File: src/rtl/rr_grant_queue.sv
// rr_grant_queue: circular buffer placed after the 4-way round-robin arbiter.
// Each entry holds the granted payload and its source tag. The block tracks
// how many entries each source holds and flags sources at their limit.
//
// Ports:
//   clk, reset        clock; synchronous active-high reset
//   io_enq_*          arbiter side (valid/ready/bits/tag)
//   io_deq_*          consumer side (valid/ready/bits/tag)
//   io_count          entries held, 0..DEPTH
//   io_src_block      bit i set when source i holds MAX_PER_SRC entries
module rr_grant_queue #(
  parameter int DATA_W      = 8,
  parameter int NSRC        = 4,
  parameter int TAG_W       = 2,
  parameter int DEPTH       = 4,
  parameter int MAX_PER_SRC = 2
) (
  input  logic                       clk,
  input  logic                       reset,
  input  logic                       io_enq_valid,
  output logic                       io_enq_ready,
  input  logic [DATA_W-1:0]          io_enq_bits,
  input  logic [TAG_W-1:0]           io_enq_tag,
  output logic                       io_deq_valid,
  input  logic                       io_deq_ready,
  output logic [DATA_W-1:0]          io_deq_bits,
  output logic [TAG_W-1:0]           io_deq_tag,
  output logic [$clog2(DEPTH):0]     io_count,
  output logic [NSRC-1:0]            io_src_block
);

  localparam int PTR_W = $clog2(DEPTH);
  localparam int CNT_W = $clog2(MAX_PER_SRC) + 1;
  localparam logic [CNT_W-1:0] CNT_MAX = CNT_W'(MAX_PER_SRC);

  logic [DATA_W+TAG_W-1:0] r_ram [DEPTH];
  logic [PTR_W-1:0]        r_enq_ptr;
  logic [PTR_W-1:0]        r_deq_ptr;
  logic                    r_maybe_full;
  logic [CNT_W-1:0]        r_src_cnt [NSRC];

  logic             w_ptr_match;
  logic             w_empty;
  logic             w_full;
  logic             w_enq_fire;
  logic             w_deq_fire;
  logic [PTR_W-1:0] w_diff;

  assign w_ptr_match = (r_enq_ptr == r_deq_ptr);
  assign w_empty     = w_ptr_match & ~r_maybe_full;
  assign w_full      = w_ptr_match & r_maybe_full;

  assign io_enq_ready = ~w_full;
  assign io_deq_valid = ~w_empty;
  assign w_enq_fire   = io_enq_valid & io_enq_ready;
  assign w_deq_fire   = io_deq_valid & io_deq_ready;

  assign {io_deq_tag, io_deq_bits} = r_ram[r_deq_ptr];

  assign w_diff   = r_enq_ptr - r_deq_ptr;
  assign io_count = w_full ? (PTR_W+1)'(DEPTH) : {1'b0, w_diff};

  always_ff @(posedge clk) begin
    if (w_enq_fire && !reset) begin
      r_ram[r_enq_ptr] <= {io_enq_tag, io_enq_bits};
    end
  end

  always_ff @(posedge clk) begin
    if (reset) begin
      r_enq_ptr    <= '0;
      r_deq_ptr    <= '0;
      r_maybe_full <= 1'b0;
    end else begin
      if (w_enq_fire) r_enq_ptr <= r_enq_ptr + 1'b1;
      if (w_deq_fire) r_deq_ptr <= r_deq_ptr + 1'b1;
      if (w_enq_fire != w_deq_fire) r_maybe_full <= w_enq_fire;
    end
  end

  // Saturates at MAX_PER_SRC on an unmasked overflow enq, and holds at zero
  // rather than wrapping once the count has drifted low after such an event.
  always_ff @(posedge clk) begin
    if (reset) begin
      for (int unsigned i = 0; i < NSRC; i++) begin
        r_src_cnt[i] <= '0;
      end
    end else begin
      for (int unsigned i = 0; i < NSRC; i++) begin
        if (w_enq_fire && (io_enq_tag == TAG_W'(i)) &&
            !(w_deq_fire && (io_deq_tag == TAG_W'(i)))) begin
          if (r_src_cnt[i] != CNT_MAX) r_src_cnt[i] <= r_src_cnt[i] + 1'b1;
        end else if (w_deq_fire && (io_deq_tag == TAG_W'(i)) &&
                     !(w_enq_fire && (io_enq_tag == TAG_W'(i)))) begin
          if (r_src_cnt[i] != '0) r_src_cnt[i] <= r_src_cnt[i] - 1'b1;
        end
      end
    end
  end

  always_comb begin
    io_src_block = '0;
    for (int unsigned i = 0; i < NSRC; i++) begin
      io_src_block[i] = (r_src_cnt[i] == CNT_MAX);
    end
  end

endmodule

File: config.mk
export PLATFORM = sky130hd
export DESIGN_NAME = rr_grant_queue
export DESIGN_NICKNAME = d
export VERILOG_FILES = /design/src/rtl/rr_grant_queue.sv
export SDC_FILE = /design/constraint.sdc
export NUM_CORES = 1
export LEC_CHECK = 0
export CAP_MARGIN = 25
export CORE_MARGIN = 4
export CORE_UTILIZATION = 45
export CTS_CLUSTER_DIAMETER = 80
export DETAILED_ROUTE_END_ITERATION = 8
export PLACE_DENSITY_LB_ADDON = 0.25
export SLEW_MARGIN = 20
export SYNTH_ARGS = -nofsm -noshare
export SYNTH_HDL_FRONTEND = slang
export SYNTH_SLANG_ARGS = --single-unit
File: constraint.sdc
create_clock -name clk -period 3.33 [get_ports clk]
set_input_delay 0.333 -clock clk [delete_from_list [all_inputs] [get_ports clk]]
set_output_delay 0.333 -clock clk [all_outputs]
set_load 0.01 [all_outputs]
* Yosys cells after proc, flatten, opt, wreduce, memory -nomap -nowiden *
Memory sizes are Yosys's and may differ from the RTL's. A register that Yosys moved wholly into a read port is not among the register bits.
Index checks and enable logic that the tools add are counted.

operators by class
  bitwise operators = 15
  magnitude comparators = 0
  multipliers = 0
  muxes and demuxes = 51
  div/mod/pow operators = 0
  reductions and logical operators = 32
  equality and inequality tests = 16
  shift operators = 0
  add/subtract/negate cells = 11

operator list
  cell                                              number
  two-way mux 1 bit                                 40
  two-way mux 2 bit                                 10
  logical AND 1 bit                                 17
  == test 2 bit, second input constant              8
  adder 2 x 1 -> 2 bit, second input constant       6
  zero test 1 bit                                   9
  != test 2 bit, second input constant              4
  OR 1 bit                                          8
  nonzero test 2 bit                                4
  subtractor 2 x 1 -> 2 bit, second input constant  4
  bitwise AND 1 bit                                 4
  == test 2 x 1 -> 1 bit, second input constant     2
  zero test 2 bit                                   2
  two-way mux 3 bit                                 1
  NOT 1 bit                                         3
  == test 2 bit                                     1
  subtractor 2 bit                                  1
  != test 1 bit                                     1

word-level totals
  ROM bits = 0
  output and inout port bits = 19
  logic and storage cells = 130
  memory bits (writable) = 48
  memories kept = 2
  latch bits = 0
  flip-flop bits (word level) = 5

memories
  memory     depth  bits a word  rd ports  clocked after Yosys merged registers in  wr ports  RTL line  source
  r_ram      4      10           1         1                                        1         36        logic [DATA_W+TAG_W-1:0] r_ram [DEPTH];
  r_src_cnt  4      2            4         0                                        4         40        logic [CNT_W-1:0] r_src_cnt [NSRC];

* Longest topological paths before layout *
Gate-level depths: netlist of run 1.

  word-level depth = 12
  mapped depth = 6
  gate-level depth less buffers = 6

* Least setup slack after synthesis of run 1 *
No wires, ideal clock.

  path kind = register -> register
  start = register with a tool-made name
  end = memory r_src_cnt[0][0] in the netlist's numbering (enable)
  stages on the path, launching flop included = 7
  setup time = 0.344 ns
  path buffers = 2
  data arrival time = 1.872 ns
  data required time = 2.986 ns
  slack = 1.114 ns
  path through = dfxtp_1 buf_6 mux4_2 buf_6 a2111oi_2 nor3b_1 a221oi_1

RTL lines
  element           RTL line
  end: declaration  40

* Worst setup path in the final report of run 1 *
  start = register r_enq_ptr[0]
  end = memory r_ram[0][7] in the netlist's numbering (enable)

on the way
  longest elaborated chain between the ends = 7

RTL lines
  element                                  RTL line  source
  start: declaration                       37        logic [PTR_W-1:0] r_enq_ptr;
  start signal: assignment                 75        if (w_enq_fire) r_enq_ptr <= r_enq_ptr + 1'b1;
  == test 2 bit                            49        assign w_ptr_match = (r_enq_ptr == r_deq_ptr);
  bitwise AND 1 bit                        51        assign w_full = w_ptr_match & r_maybe_full;
  NOT 1 bit                                53        assign io_enq_ready = ~w_full;
  bitwise AND 1 bit                        55        assign w_enq_fire = io_enq_valid & io_enq_ready;
  logical AND 1 bit                        64        if (w_enq_fire && !reset) begin
  two-way mux 1 bit                        64
  two-way mux 1 bit (implied by the code)  65        r_ram[r_enq_ptr] <= {io_enq_tag, io_enq_bits};
  end: declaration                         36

Several ways; a longest one is shown, not always the timed one.

==> flow_metrics.tcl, run 1 <==
set metrics [dict create \
    layout-drive-gt1-share_pct 8.252 \
    synth.distinct_cells 40 \
    wl_per_cell_um 17.64 \
    ioPinCount 33 \
    slew_violations 0 \
    outcome "finished clean" \
    routed_via_density 5.619 \
    crit_fanout 10 \
    drt_pass1_iterations 4 \
    finalHoldViolCount 0 \
    hpwl_mm 3.490 \
    synth_flop_cell "edfxtp_1" \
    diodes 0 \
    cts.repair.resized 0 \
    clockBufferDepth 2 \
    crit_end "r_ram[0][7]" \
    fmax_mhz 380.2 \
    die_x_um 83.41 \
    clk_latency_ns 0.31 \
    area.growth.synth_to_final_pct 18.68 \
    end_kind "flip-flop" \
    grt_overflow_total 0 \
    rsz0062_at_grt "false" \
    grt_pass1_wl_mm 8.231 \
    synthArstFlopShare_pct 0 \
    antenna_found_initial 0 \
    synthTopCellsByCount "48 x edfxtp_1, 14 x nor2_1, 11 x inv_1" \
    r2r_setup_slack_ns 0.70 \
    routed_wl_mm 4.905 \
    clkTransAtPathRegs_ns 0.10 \
    synth_top_cell_area_share_pct 56.33 \
    critPathKind "flip-flop to flip-flop" \
    synth_nets 192 \
    placedCellCount 270 \
    hold_buffers 0 \
    dr_total_vias 1562 \
    fin_worst_skew_ns 0.01159 \
    setup_tns_ns 0 \
    holdWs_ns 0.5406 \
    tritoncts "built" \
    ant_nets 0 \
    setup_viol 0 \
    synth.avg_cell_area_um2 14.96 \
    worstSetupStartpointType "flip-flop" \
    cp.required_ns 3.28 \
    reg2reg_to "r_ram[0][7]" \
    final_core_util_pct 55.15 \
    fp-row-count 27 \
    yosysSeqAreaShare_pct 61.81 \
    regToRegStartpoint "r_enq_ptr[0]" \
    cp.arrival_ns 2.58 \
    rr_worst_depth 5 \
    period_needed_ns 2.630 \
    period_share_pct 78.99 \
    leakage_nw 1.041 \
    drt_iter0_drc 153 \
    cts_buffers 5 \
    slew_headroom_pct 50.99 \
    synth_warnings 0 \
    power_density_nw_per_um2 627.3 \
    irDropWorstVdd_mv 0.3690 \
    stdcell_count 278 \
    htreeDepth 2 \
    start_util_pct 46.47 \
    grt_use_total_pct 14.69 \
    crit_start "r_enq_ptr[0]" \
    tightest_slew_ns 0.7300 \
    remaining_drc_errors 0 \
    die_y_um 83.41 \
    dieArea_um2 6956 \
    port_buffers 32 \
    syn_inst 171 \
    synth_area_leaders "edfxtp_1 56%, mux4_1 6.2%, dfxtp_1 5.5%" \
    grt_max_degree 19 \
    gp_congestion 0.7899 \
    maxCapViolCount 0 \
    grt_pass1_vias 1648 \
    yosysTopAreaCell "edfxtp_1" \
    min_path_type "flip-flop to flip-flop" \
    core_um2 5507 \
    root_buffer "clkbuf_8" \
    synth_most_common_cell "edfxtp_1" \
    cts_setup_buffers 0 \
    nNetsFinal 226 \
    synth_edf_count 48 \
    synth_seq_cells 55 \
    netlist_area_um2 2559 \
    clock-sinks 55 \
]
kinds of logic after synthesis:
kind of cell    count (synthesis)  share of synthesized area (%)
flops                          55                          61.81
xor+xnor                        8                          2.738
mux                            11                          10.07
compound gates                 30                          9.438
simple gates                   42                          8.949
buf+inv                        18                          3.569
fa+ha+maj                       7                          3.423
flip-flops by register name (all words and copies together) (netlist names), named ones only:
signal and count:
r_ram 40, r_src_cnt 8, r_deq_ptr 2, r_enq_ptr 2
r_maybe_full 1
layout make-up:
cell class,instances,area [um^2]
Clock buffer,6,82.58
Clock inverter,2,20.02
Fill cell,435,2470
Inverter,11,41.29
Multi-Input combinational cell,98,885.9
Sequential cell,55,1582
Tap cell,72,90.09
Timing Repair Buffer,34,335.3
placed cells by master (no fill, tap or decap), types with 2 or more instances in the layout:
cell type        instances
buf_4                    2
mux4_2                   4
edfxtp_1                48
mux4_1                   6
and2_1                   5
nand2_1                  5
a2111oi_2                2
ha_1                     7
a21oi_1                  6
nor2_1                  14
nand3_1                  3
nand4b_1                 2
nor2b_1                  3
o211ai_1                 5
clkdlybuf4s50_1         32
a211oi_1                 5
a21boi_0                 3
xor2_1                   5
o21ai_0                  2
xnor2_1                  3
o2111ai_1                2
inv_1                   11
clkbuf_8                 6
dfxtp_1                  7
nand2b_1                 2
through the flow:
step	instance area (um^2)	power (mW)	setup WS, ns
floorplan	2559	1.272	1.114
global placement	2934	1.511	0.9197
detailed placement	2934	1.520	0.7123
CTS	3037	1.919	0.6860
global route	3037	2.006	0.4773
finish	3037	1.905	0.6997
how the worst min path moves through the flow:
stage / start / end / cells after the start
3_5_place_dp: r_maybe_full / r_maybe_full / 2
2_1_floorplan: io_enq_bits[0] / r_ram[0][0] / 0
5_1_grt: r_maybe_full / r_maybe_full / 2
3_3_place_gp: r_maybe_full / r_maybe_full / 2
6_report: r_maybe_full / r_maybe_full / 2
4_1_cts: r_maybe_full / r_maybe_full / 2
where the power goes:
group,switching (mW),total (mW),leakage (nW),internal (mW)
combinational,0.308,0.630,0.484,0.322
clock,0.225,0.401,0.0533,0.176
sequential,0.0577,0.874,0.503,0.816
per-layer routing:
layer / up-vias / share of wire, % / GRT usage, %
met5: - / 0 / 0
met4: 0 / 0.51 / 3.120
met3: 2 / 4.1 / 3.373
met2: 38 / 50 / 24.42
met1: 784 / 45 / 19.70
li1: 738 / - / -
worst max-delay path: stages (launching register included):
cell and delay [ns]:
dfxtp_1 0.42, inv_1 0.10, ha_1 0.36, and2_1 0.22, a211oi_1 0.57, and2_1 0.59
No activity file was read; power rests on OpenSTA's default activity.
==> inputs of run 2 (changes only) <==
==> constraint.sdc (replaced) <==
create_clock -name clk -period 2.65 [get_ports clk]
set_input_delay 0.265 -clock clk [delete_from_list [all_inputs] [get_ports clk]]
set_output_delay 0.265 -clock clk [all_outputs]
set_load 0.01 [all_outputs]
==> flow_metrics.tcl, run 2 (synthesis results as in run 1) <==
set metrics [dict create \
    outcome "finished clean" \
    fin_worst_skew_ns 0.004285 \
    cts_buffers 5 \
    drt_pass1_iterations 4 \
    grt_pass1_wl_mm 8.569 \
    largest_register "r_ram" \
    remaining_drc_errors 0 \
    cts.repair.resized 0 \
    holdWs_ns 0.5325 \
    setup_viol 0 \
    routed_wl_mm 5.105 \
    grt_use_total_pct 15.48 \
    r2r_setup_slack_ns 0.21 \
    fmax_mhz 410.4 \
    wl_per_cell_um 17.91 \
    port_buffers 32 \
    rsz0062_at_grt "false" \
    layout-drive-gt1-share_pct 12.68 \
    area.growth.synth_to_final_pct 20.78 \
    slew_headroom_pct 57.62 \
    clockBufferDepth 2 \
    cp_cell_sequence "inv_1, ha_2, and2_1, a211oi_1, or4bb_1, a21boi_0" \
    ioPinCount 33 \
    reg2reg_to "r_src_cnt[0][1]" \
    cp.required_ns 2.79 \
    grt_overflow_total 0 \
    crit_start "r_enq_ptr[0]" \
    nNetsFinal 233 \
    hpwl_mm 3.748 \
    finalHoldViolCount 0 \
    leakage_nw 1.072 \
    largest_reg_flops 40 \
    hold_buffers 0 \
    core_um2 5507 \
    slew_violations 0 \
    ant_nets 0 \
    die_x_um 83.41 \
    fp-row-count 27 \
    htreeDepth 2 \
    antenna_found_initial 0 \
    clk_latency_ns 0.31 \
    routed_via_density 5.639 \
    min_from "r_maybe_full" \
    crit_slowest_cell "a211oi_1" \
    min_path_type "flip-flop to flip-flop" \
    final_cell_mix "48 x edfxtp_1, 32 x clkdlybuf4s50_1, 14 x nor2_1" \
    period_share_pct 91.95 \
    cp.arrival_ns 2.58 \
    crit_fanout 6 \
    tritoncts "built" \
    drt_iter0_drc 157 \
    start_util_pct 46.47 \
    crit_end "r_src_cnt[0][1]" \
    worstSetupStartpointType "flip-flop" \
    irDropWorstVdd_mv 0.4748 \
    cts_setup_buffers 0 \
    gp_congestion 0.7741 \
    setup_tns_ns 0 \
    root_buffer "clkbuf_8" \
    dieArea_um2 6956 \
    dr_total_vias 1607 \
    final_common_cell "edfxtp_1" \
    rr_worst_depth 6 \
    regToRegStartpoint "r_enq_ptr[0]" \
    power_density_nw_per_um2 780.9 \
    period_needed_ns 2.437 \
    grt_max_degree 19 \
    diodes 0 \
    reg_top3 "r_ram (40), r_src_cnt (8)" \
    tightest_slew_ns 0.6319 \
    die_y_um 83.41 \
    clock-sinks 55 \
    end_kind "flip-flop" \
    clkTransAtPathRegs_ns 0.10 \
    max_stage_delay_ns 0.58 \
    critPathKind "flip-flop to flip-flop" \
    maxCapViolCount 0 \
    grt_pass1_vias 1674 \
]
## run 2: area by class of cell
type                            instances  area (um^2)
Multi-Input combinational cell         98        895.9
Fill cell                             451         2416
Tap cell                               72        90.09
Inverter                               11        41.29
Clock buffer                            5        68.82
Clock inverter                          3        23.77
Timing Repair Buffer                   41        387.9
Sequential cell                        55         1583
## run 2: stage by stage
stage               cells  worst slack [ns]  cell area (um^2)  util (%)  power (mW)
CTS                   285            0.1176              3079     55.92       2.416
global route          285           0.07317              3090     56.12       2.551
detailed placement    277            0.1943              2987     54.24       1.952
finish                285            0.2135              3090     56.12       2.413
floorplan             171            0.4337              2559         -       1.598
global placement      277            0.4245              2987     54.24       1.927
## run 2: worst min-delay path by stage
stage	slack (ns)	cells after the start	to
2_1_floorplan	0.36	0	r_ram[0][0]
3_3_place_gp	0.51	2	r_maybe_full
3_5_place_dp	0.51	2	r_maybe_full
4_1_cts	0.53	2	r_maybe_full
5_1_grt	0.56	2	r_maybe_full
6_report	0.53	2	r_maybe_full
## run 2: critical path: cells and delay by family, from the launching register on
kind	cells	cell delay, ns
compound gates	2	0.81
fa+ha+maj	1	0.32
buf+inv	1	0.09
flops	1	0.37
simple gates	2	0.67
## run 2: routing by layer
metal	global-route usage, %	wire length [um]	part of all wire, %	vias to the layer above
li1	-	-	-	743
met1	19.44	2171	43	814
met2	26.46	2661	52	41
met3	3.571	188	3.7	9
met4	4.903	83	1.6	0
met5	0	0	0	-
## run 2: report_power, final
| part | total (mW) | switching, mW | internal (mW) |
|---|---|---|---|
| Clock | 0.472 | 0.281 | 0.191 |
| Sequential | 1.09 | 0.0609 | 1.03 |
| Combinational | 0.855 | 0.419 | 0.436 |
| Total | 2.41 | 0.761 | 1.65 |
==> inputs of run 3 (changes only) <==
--- a/config.mk
+++ b/config.mk
@@ -11,6 +11,7 @@
 export CTS_CLUSTER_DIAMETER = 80
 export DETAILED_ROUTE_END_ITERATION = 8
 export PLACE_DENSITY_LB_ADDON = 0.25
+export SETUP_SLACK_MARGIN = 0.4
 export SLEW_MARGIN = 20
 export SYNTH_ARGS = -nofsm -noshare
 export SYNTH_HDL_FRONTEND = slang
==> flow_metrics.tcl, run 3 (synthesis results as in run 1) <==
set metrics [dict create \
    area.growth.synth_to_final_pct 26.06 \
    power_density_nw_per_um2 785.8 \
    worstSetupStartpointType "flip-flop" \
    period_share_pct 81.75 \
    cp.required_ns 2.38 \
    final_common_cell "edfxtp_1" \
    rr_worst_depth 5 \
    p_seq_share_pct 43.5 \
    holdWs_ns 0.5603 \
    dieArea_um2 6956 \
    drt_iter0_drc 135 \
    grt_pass1_wl_mm 9.011 \
    diodes 0 \
    maxCapViolCount 0 \
    r2r_setup_slack_ns 0.49 \
    layout-drive-gt1-share_pct 18.06 \
    tritoncts "built" \
    placedCellCount 277 \
    ioPinCount 33 \
    fin_ws_ns 0.4836 \
    dr_total_vias 1670 \
    nFillCells 437 \
    htreeDepth 2 \
    clock-sinks 55 \
    largest_register "r_ram" \
    root_buffer "clkbuf_8" \
    grt_overflow_total 0 \
    start_util_pct 46.47 \
    largest_reg_flops 40 \
    die_x_um 83.41 \
    clk_latency_ns 0.31 \
    multi_input_area_um2 1011 \
    critPathKind "flip-flop to output pin" \
    port_buffers 32 \
    rsz0062_at_grt "false" \
    slew_violations 0 \
    fmax_mhz 461.6 \
    hpwl_mm 3.748 \
    fin_worst_skew_ns 0.001882 \
    holdPathStages 2 \
    reg2reg_to "r_src_cnt[0][0]" \
    core_um2 5507 \
    clkTransAtPathRegs_ns 0.10 \
    grt_max_degree 19 \
    slew_headroom_pct 72.59 \
    routed_via_density 5.799 \
    outcome "finished clean" \
    finalHoldViolCount 0 \
    nNetsFinal 236 \
    reg_top3 "r_ram (40), r_src_cnt (8)" \
    cp.arrival_ns 1.90 \
    setup_tns_ns 0 \
    final_cell_mix "48 x edfxtp_1, 28 x clkdlybuf4s50_1, 14 x nor2_1" \
    remaining_drc_errors 0 \
    pre_cts_ws_ns 0.1943 \
    stdcell_count 288 \
    setup_viol 0 \
    fp-row-count 27 \
    routed_wl_mm 5.538 \
    drt_pass1_iterations 4 \
    ant_nets 0 \
    comb_power_share_pct 38.0 \
    switching_power_mw 0.8190 \
    hold_end "r_enq_ptr[0]" \
    clockBufferDepth 2 \
    p_sw_share_pct 32.31 \
    end_kind "output pin" \
    min_from "r_enq_ptr[0]" \
    p_total_mw 2.535 \
    antenna_found_initial 0 \
    period_needed_ns 2.166 \
    power.internal_mw 1.716 \
    grt_pass1_vias 1742 \
    gp_congestion 0.7741 \
    fin_area_um2 3226 \
    final_core_util_pct 58.58 \
    tightest_slew_ns 0.4087 \
    crit_fanout 4 \
    cts_buffers 5 \
    dpl_cell_area_um2 2987 \
    min_path_type "flip-flop to flip-flop" \
    wl_per_cell_um 19.23 \
    final-seq-area_um2 1585 \
    hold_buffers 0 \
    die_y_um 83.41 \
    grt_use_total_pct 16.47 \
    leakage_nw 1.126 \
    p_clk_share_pct 18.5 \
    irDropWorstVdd_mv 0.4658 \
]
## run 3: cell types whose count changed in the layout (fill, tap and decap cells not counted), moves of 2 or more
cell | previous run | this run
a2111oi_2 | 2 | 0
a2111oi_4 | 0 | 2
a211oi_1 | 5 | 2
a211oi_2 | 0 | 3
clkdlybuf4s50_1 | 32 | 28
dfxtp_1 | 6 | 4
dfxtp_2 | 1 | 3
dlygate4sd2_1 | 0 | 3
## run 3: per-layer routing
metal	GRT usage, %	vias up	wire, um
met5	0	-	0
met4	7.875	0	221
met3	3.869	19	321
met2	27.70	67	2855
met1	19.87	827	2140
li1	-	757	-
## run 3: worst max path at each step
stage / end / depth (start not counted) / slack, ns / startpoint
6_report: io_deq_bits[3] / 3 / 0.48 / flip-flop
5_1_grt: r_src_cnt[0][0] / 7 / 0.39 / r_enq_ptr[0]
4_1_cts: r_src_cnt[0][0] / 5 / 0.34 / flip-flop
3_5_place_dp: r_src_cnt[0][1] / 6 / 0.19 / r_enq_ptr[0]
3_3_place_gp: r_src_cnt[0][0] / 5 / 0.42 / flip-flop
2_1_floorplan: r_src_cnt[0][0] / 6 / 0.43 / flip-flop
## run 3: critical path, cell delays in order, from the launching register on
cell and delay [ns]:
dfxtp_2 0.37, buf_4 0.16, mux4_1 0.56, clkdlybuf4s50_1 0.50
## run 3: repair_timing
| action | 4_1_cts | 5_1_grt |
|---|---|---|
| pin swaps | 0 | 0 |
| endpoints found under the hold margin | 0 | 0 |
| setup buffers | 0 | 2 |
| endpoints found under the setup margin | 51 | 25 |
| resized for setup | 9 | 13 |
| cloned | 1 | 0 |
## run 3: cell type report
type | count | share of cell area, %
flip-flops and latches | 55 | 49.15
multi-input cells | 99 | 31.34
clock inverters | 3 | 0.7370
clock buffers | 5 | 2.133
inverters | 11 | 1.280
repair buffers | 43 | 12.57
well taps | 72 | 2.793
## run 3: power by group through the flow
| stage | Sequential (mW) | Combinational (mW) | Clock [mW] |
|---|---|---|---|
| after floorplan | 1.08 | 0.519 | 0 |
| after global placement | 1.10 | 0.830 | 0 |
| after detailed placement | 1.10 | 0.847 | 0 |
| after CTS | 1.09 | 0.880 | 0.479 |
| after global routing | 1.11 | 1.04 | 0.524 |
| final | 1.10 | 0.963 | 0.470 |
